### config.mk
export PLATFORM = sky130hd
export DESIGN_NAME = seg7_scan_driver
export DESIGN_NICKNAME = d
export VERILOG_FILES = /design/src/rtl/seg7_scan_driver.sv
export SDC_FILE = /design/constraint.sdc
export NUM_CORES = 1
export LEC_CHECK = 0
export CORE_ASPECT_RATIO = 0.75
export CORE_MARGIN = 1.5
export CORE_UTILIZATION = 35
export CTS_CLUSTER_DIAMETER = 120
export DETAILED_ROUTE_END_ITERATION = 10
export PLACE_DENSITY_LB_ADDON = 0.15
export SLEW_MARGIN = 20
export SYNTH_ARGS = -nofsm -noshare
export SYNTH_HDL_FRONTEND = slang
export SYNTH_SLANG_ARGS = --single-unit
### constraint.sdc
create_clock -name clk -period 2.1 [get_ports clk]
set_input_delay 0.21 -clock clk [delete_from_list [all_inputs] [get_ports clk]]
set_output_delay 0.21 -clock clk [all_outputs]
set_load 0.01 [all_outputs]
### src/rtl/seg7_scan_driver.sv
// Time-multiplexed hex driver for a common-anode multi-digit 7-segment display.
// Optional leading-zero blanking is built when SEG7_LZ_BLANK_EN is defined.
module seg7_scan_driver #(
  parameter int unsigned NUM_DIGITS  = 4,
  parameter int unsigned REFRESH_DIV = 100000,
  parameter bit          ACTIVE_LOW  = 1'b1
) (
  input  logic                          clk,
  input  logic                          rst,
  input  logic [4*NUM_DIGITS-1:0]       value,
  input  logic                          load,
  input  logic [NUM_DIGITS-1:0]         digit_en,
  output logic [6:0]                    seg,
  output logic [NUM_DIGITS-1:0]         an,
  output logic [$clog2(NUM_DIGITS)-1:0] scan_idx,
  output logic                          frame_done
);

  localparam int unsigned IdxW = $clog2(NUM_DIGITS);
  localparam int unsigned DivW = $clog2(REFRESH_DIV);

  logic [DivW-1:0]         div_q, div_d;
  logic [IdxW-1:0]         idx_q, idx_d;
  logic [4*NUM_DIGITS-1:0] shadow_q;
  logic [NUM_DIGITS-1:0]   an_q, an_d;
  logic [6:0]              seg_q, seg_d;
  logic [IdxW-1:0]         scan_idx_q;
  logic                    frame_done_q;
  logic                    tick, last_digit;
  logic [NUM_DIGITS-1:0]   eff_en;
  logic [3:0]              cur_digit;
  logic                    cur_en;

  function automatic logic [6:0] hex_decode(input logic [3:0] h);
    logic [6:0] s;
    unique case (h)
      4'h0: s = 7'b1111110;
      4'h1: s = 7'b0110000;
      4'h2: s = 7'b1101101;
      4'h3: s = 7'b1111001;
      4'h4: s = 7'b0110011;
      4'h5: s = 7'b1011011;
      4'h6: s = 7'b1011111;
      4'h7: s = 7'b1110000;
      4'h8: s = 7'b1111111;
      4'h9: s = 7'b1111011;
      4'hA: s = 7'b1110111;
      4'hB: s = 7'b0011111;
      4'hC: s = 7'b1001110;
      4'hD: s = 7'b0111101;
      4'hE: s = 7'b1001111;
      4'hF: s = 7'b1000111;
    endcase
    return s;
  endfunction

  assign tick       = (div_q == DivW'(REFRESH_DIV - 1));
  assign last_digit = (idx_q == IdxW'(NUM_DIGITS - 1));

  always_comb begin
    div_d = tick ? '0 : div_q + 1'b1;
    idx_d = idx_q;
    if (tick) begin
      idx_d = last_digit ? '0 : idx_q + 1'b1;
    end
  end

`ifdef SEG7_LZ_BLANK_EN
  logic [NUM_DIGITS-1:0] lz_blank;

  // Walk down from the top digit; blanking stops at the first non-zero digit.
  always_comb begin
    logic zero_above;
    zero_above = 1'b1;
    lz_blank   = '0;
    for (int k = NUM_DIGITS - 1; k > 0; k--) begin
      zero_above  = zero_above & (shadow_q[4*k +: 4] == 4'h0);
      lz_blank[k] = zero_above;
    end
  end

  assign eff_en = digit_en & ~lz_blank;
`else
  assign eff_en = digit_en;
`endif

  assign cur_digit = shadow_q[{idx_q, 2'b00} +: 4];
  assign cur_en    = eff_en[idx_q];

  always_comb begin
    an_d  = cur_en ? (NUM_DIGITS'(1) << idx_q) : '0;
    seg_d = cur_en ? hex_decode(cur_digit) : 7'b0000000;
  end

  always_ff @(posedge clk or posedge rst) begin
    if (rst) begin
      div_q        <= '0;
      idx_q        <= '0;
      shadow_q     <= '0;
      an_q         <= '0;
      seg_q        <= '0;
      scan_idx_q   <= '0;
      frame_done_q <= 1'b0;
    end else begin
      div_q        <= div_d;
      idx_q        <= idx_d;
      if (load) begin
        shadow_q <= value;
      end
      an_q         <= an_d;
      seg_q        <= seg_d;
      scan_idx_q   <= idx_q;
      frame_done_q <= tick & last_digit;
    end
  end

  // Internal state is active-high; invert only at the pins.
  assign seg        = ACTIVE_LOW ? ~seg_q : seg_q;
  assign an         = ACTIVE_LOW ? ~an_q : an_q;
  assign scan_idx   = scan_idx_q;
  assign frame_done = frame_done_q;

endmodule

==> impl_table.tex <==
\begin{tabular}{lr}
\hline
Metric & Value \\
\hline
\multicolumn{2}{l}{\textbf{Outcome}} \\
Outcome & complete, no violations \\
\multicolumn{2}{l}{\textbf{Global route}} \\
Grt total ovfl & 0 \\
Maximum number of pins on one net before global-route repair & 50 \\
Global-route wire length before repair & 7220 um \\
Global Route Usage Sum & 12.9\% \\
Number of global-route vias before repair & 1460 \\
Number of antenna violations at the first check in global routing & 0 \\
\multicolumn{2}{l}{\textbf{Yosys}} \\
Net count after synthesis & 225 \\
Total of flip-flops plus latches after synthesis & 49 \\
Most area-consuming cells after synthesis & sky130\_fd\_sc\_hd\_\_dfrtp\_1 52\%, sky130\_fd\_sc\_hd\_\_mux2\_2 9.6\%, sky130\_fd\_sc\_hd\_\_ha\_1 5.9\% \\
Post-synth top flop & sky130\_fd\_sc\_hd\_\_dfrtp\_1 \\
Count leader, synth & sky130\_fd\_sc\_hd\_\_dfrtp\_1 \\
Ys async rst share & 100\% \\
Most numerous cell types in the synthesized netlist & 49 x sky130\_fd\_sc\_hd\_\_dfrtp\_1, 20 x sky130\_fd\_sc\_hd\_\_mux2\_2, 17 x sky130\_fd\_sc\_hd\_\_inv\_1 \\
Dominant cell type by area after synthesis & sky130\_fd\_sc\_hd\_\_dfrtp\_1 \\
Sequential area share after synthesis & 52.4\% \\
Instance count of the mapped netlist & 191 \\
Fraction of synthesized cell area taken by the top area cell type & 52.4\% \\
Per-instance average area after synthesis & 12.3 sq um \\
Distinct cell type count after synthesis & 36 \\
Ys Warns & 0 \\
Netlist area before placement & 2340 sq um \\
Count of flip-flops with a built-in enable after synthesis & 0 \\
\multicolumn{2}{l}{\textbf{Place}} \\
Number of port buffers & 36 \\
Detail Placement HPWL & 2920 um \\
Routability cong. & 0.820 \\
Cell count after placement & 309 \\
\multicolumn{2}{l}{\textbf{Worst setup path}} \\
Highest cell delay on the worst timing path & 0.62 ns \\
Worst path buffer plus inverter count & 1 \\
WP data arrival & 2.17 ns \\
Worst path top cell family by delay & multiplexers \\
List of cells traversed by the critical path & mux4\_2, inv\_1, ha\_1, o211ai\_1, and3\_1 \\
Startpoint kind of the worst setup timing path & register \\
Slowest stage cell on the critical path & sky130\_fd\_sc\_hd\_\_mux4\_2 \\
Path depth of the worst reg2reg path & 5 \\
Number of cells on the critical path & 5 \\
Sort of element at the end of the critical path & register \\
Maximum net fanout on the critical path & 6 \\
Capturing point of the worst reg2reg path & seg\_q[5] \\
RR Startpoint & idx\_q[0] \\
WP data required & 2.35 ns \\
Setup slack of the worst register-to-register path & 0.18 ns \\
Critical setup path kind & reg -> reg \\
\multicolumn{2}{l}{\textbf{Floorplanning}} \\
Total Die Area & 7190 sq um \\
Starting utilization of the core area & 36.7\% \\
Width of the chip & 97.4 um \\
Ports & 37 \\
Row count & 25 \\
Total core area & 6380 sq um \\
Height of the die & 73.8 um \\
\multicolumn{2}{l}{\textbf{Layout}} \\
Area Growth Syn to Fin & 26.1\% \\
Share of final-layout standard cells stronger than drive strength 1 & 20.8\% \\
Post-layout instance count excluding filler cells & 317 \\
Fill cell instance count of the final layout & 609 \\
Area of the multi-input gates & 1000 sq um \\
Number of antenna cells inserted & 0 \\
Sequential cell area & 1230 sq um \\
Final core occ & 46.3\% \\
Nets & 269 \\
\multicolumn{2}{l}{\textbf{Timing}} \\
Total negative setup slack & 0 ns \\
Rel. slew slack & 81.7\% \\
Fmax & 520 MHz \\
Final hold violation count & 0 \\
Final Cycle Share & 91.6\% \\
Final critical-path required period & 1.92 ns \\
Post-Route Skew & 0.00907 ns \\
RSZ-0062 raised after global routing & no \\
Count of endpoints failing setup in the final report & 0 \\
Tightest Pin Transition & 0.275 ns \\
Max Transition Viols Final & 0 \\
\multicolumn{2}{l}{\textbf{Job}} \\
Maxcap violations & 0 \\
\multicolumn{2}{l}{\textbf{Clock network}} \\
Maximum number of buffers from clock root to sink & 2 \\
Number of buffers inserted to repair setup after CTS & 0 \\
H-tree Lvls & 2 \\
Cts-stage hold buffer count & 0 \\
Clock tree from TritonCTS & built \\
Clock transition at the register clock pins on the worst setup and hold paths after CTS & 0.09 ns \\
Clock Sinks & 49 \\
CTS root buf & sky130\_fd\_sc\_hd\_\_clkbuf\_8 \\
Clock insertion delay at the later pin of the skew report & 0.30 ns \\
CTS buffer count & 5 \\
Number of gates resized after CTS & 0 \\
\multicolumn{2}{l}{\textbf{Hold path}} \\
Worst hold-check path type & in -> async \\
\multicolumn{2}{l}{\textbf{Routing}} \\
Count of routing violations after the opening detailed-route iteration & 89 \\
Via-to-Cell Ratio & 4.71 \\
Antenna violation net count after detailed routing & 0 \\
WL final & 4090 um \\
DRC violations left & 0 \\
First-pass detailed-route iteration total & 4 \\
Detail-routed net length per standard cell & 12.9 um \\
Total number of vias & 1493 \\
\multicolumn{2}{l}{\textbf{Pwr}} \\
Power Dens Cells & 666 nW/um\^{}2 \\
P\_leak & 1.30 nW \\
Max IR drop VDD & 350 uV \\
\hline
\end{tabular}
through the flow:
stage / area [sq um] / power (mW) / setup slack, ns / hold slack [ns]
2_1_floorplan: 2340 / 1.17 / 0.237 / 0.362
3_3_place_gp: 2840 / 1.30 / 0.212 / 0.477
3_5_place_dp: 2840 / 1.30 / 0.174 / 0.474
4_1_cts: 2950 / 2.00 / 0.157 / 0.263
5_1_grt: 2950 / 2.07 / 0.0330 / 0.295
6_report: 2950 / 1.97 / 0.176 / 0.257
flip-flops by register name (all words and copies together) (netlist names):
register / cells
an_q: 4
div_q: 17
frame_done: 1
idx_q: 2
scan_idx: 2
seg_q: 7
shadow_q: 16
layer usage:
| metal | share of wire, % | vias to the layer above | global-route usage, % |
|---|---|---|---|
| li1 | - | 745 | - |
| met1 | 57 | 705 | 20.4 |
| met2 | 37 | 37 | 16.4 |
| met3 | 5.2 | 6 | 3.71 |
| met4 | 1.3 | 0 | 4.29 |
| met5 | 0 | - | 0 |
final cells by class:
type,count,area share [%]
clock buffers,7,2.92
clock inverters,1,1.02
inverters,17,2.16
multi-input cells,117,34.0
flip-flops and latches,49,41.5
well taps,81,3.43
repair buffers,45,14.9
tightest hold or removal path, delay by kind of cell:
family / cells / cell delay [ns]
buf+inv: 3 / 0.73
worst max-delay path by stage:
stage	start	endpoint	slack, ns
final	idx_q[0]	seg_q[5]	0.18
after floorplan	div_q[13]	idx_q[0]	0.24
after global routing	idx_q[0]	seg_q[2]	0.03
after detailed placement	idx_q[0]	seg_q[4]	0.17
after CTS	idx_q[0]	seg_q[5]	0.16
after global placement	div_q[13]	idx_q[0]	0.21
report_power, final:
part | switching [mW] | internal, mW | leakage, nW
Clock | 0.304 | 0.388 | 0.0585
Sequential | 0.0205 | 0.991 | 0.621
Combinational | 0.111 | 0.152 | 0.617
Total | 0.436 | 1.53 | 1.30
kinds of logic (layout without fill, tap and decap cells):
logic type               after synthesis  in the layout  share of synthesized area [%]
XOR/XNOR                              13             13                           4.86
multiplexers                          27             27                           15.3
AND/OR/NAND/NOR                       51             51                           12.6
AO/OA/AOI/OAI                         15             15                           4.28
flip-flops                            49             49                           52.4
buffers and inverters                 25             70                           4.70
adder cells (fa/ha/maj)               11             11                           5.88
placed cells by master, fill, tap and decap left out:
cell type / n
sky130_fd_sc_hd__dfrtp_1: 49
sky130_fd_sc_hd__clkdlybuf4s50_1: 36
sky130_fd_sc_hd__mux2_2: 20
sky130_fd_sc_hd__inv_1: 16
sky130_fd_sc_hd__ha_1: 11
sky130_fd_sc_hd__nor2_1: 10
sky130_fd_sc_hd__nand2_1: 8
sky130_fd_sc_hd__nand3_1: 8
sky130_fd_sc_hd__buf_4: 8
sky130_fd_sc_hd__xnor2_1: 7
sky130_fd_sc_hd__xor2_1: 6
sky130_fd_sc_hd__clkbuf_8: 6
sky130_fd_sc_hd__mux4_2: 5
sky130_fd_sc_hd__a21oi_1: 5
sky130_fd_sc_hd__and2_1: 5
sky130_fd_sc_hd__o21ai_0: 4
sky130_fd_sc_hd__and3_1: 2
sky130_fd_sc_hd__o221a_2: 2
sky130_fd_sc_hd__mux2i_1: 2
sky130_fd_sc_hd__and4_4: 2
sky130_fd_sc_hd__and4_1: 2
sky130_fd_sc_hd__or3_1: 2
sky130_fd_sc_hd__nor3_1: 2
sky130_fd_sc_hd__nand4_1: 2
sky130_fd_sc_hd__nor2b_1: 2
sky130_fd_sc_hd__o211ai_1: 1
sky130_fd_sc_hd__or2_2: 1
sky130_fd_sc_hd__o2111ai_1: 1
sky130_fd_sc_hd__nand3b_1: 1
sky130_fd_sc_hd__nand2b_1: 1
sky130_fd_sc_hd__or3b_4: 1
sky130_fd_sc_hd__or4b_1: 1
sky130_fd_sc_hd__nor4b_2: 1
sky130_fd_sc_hd__o2bb2ai_1: 1
sky130_fd_sc_hd__o21a_1: 1
sky130_fd_sc_hd__inv_2: 1
sky130_fd_sc_hd__bufinv_16: 1
sky130_fd_sc_hd__clkbuf_1: 1
sky130_fd_sc_hd__buf_12: 1
Note: power is estimated with default switching activity, not from simulation.
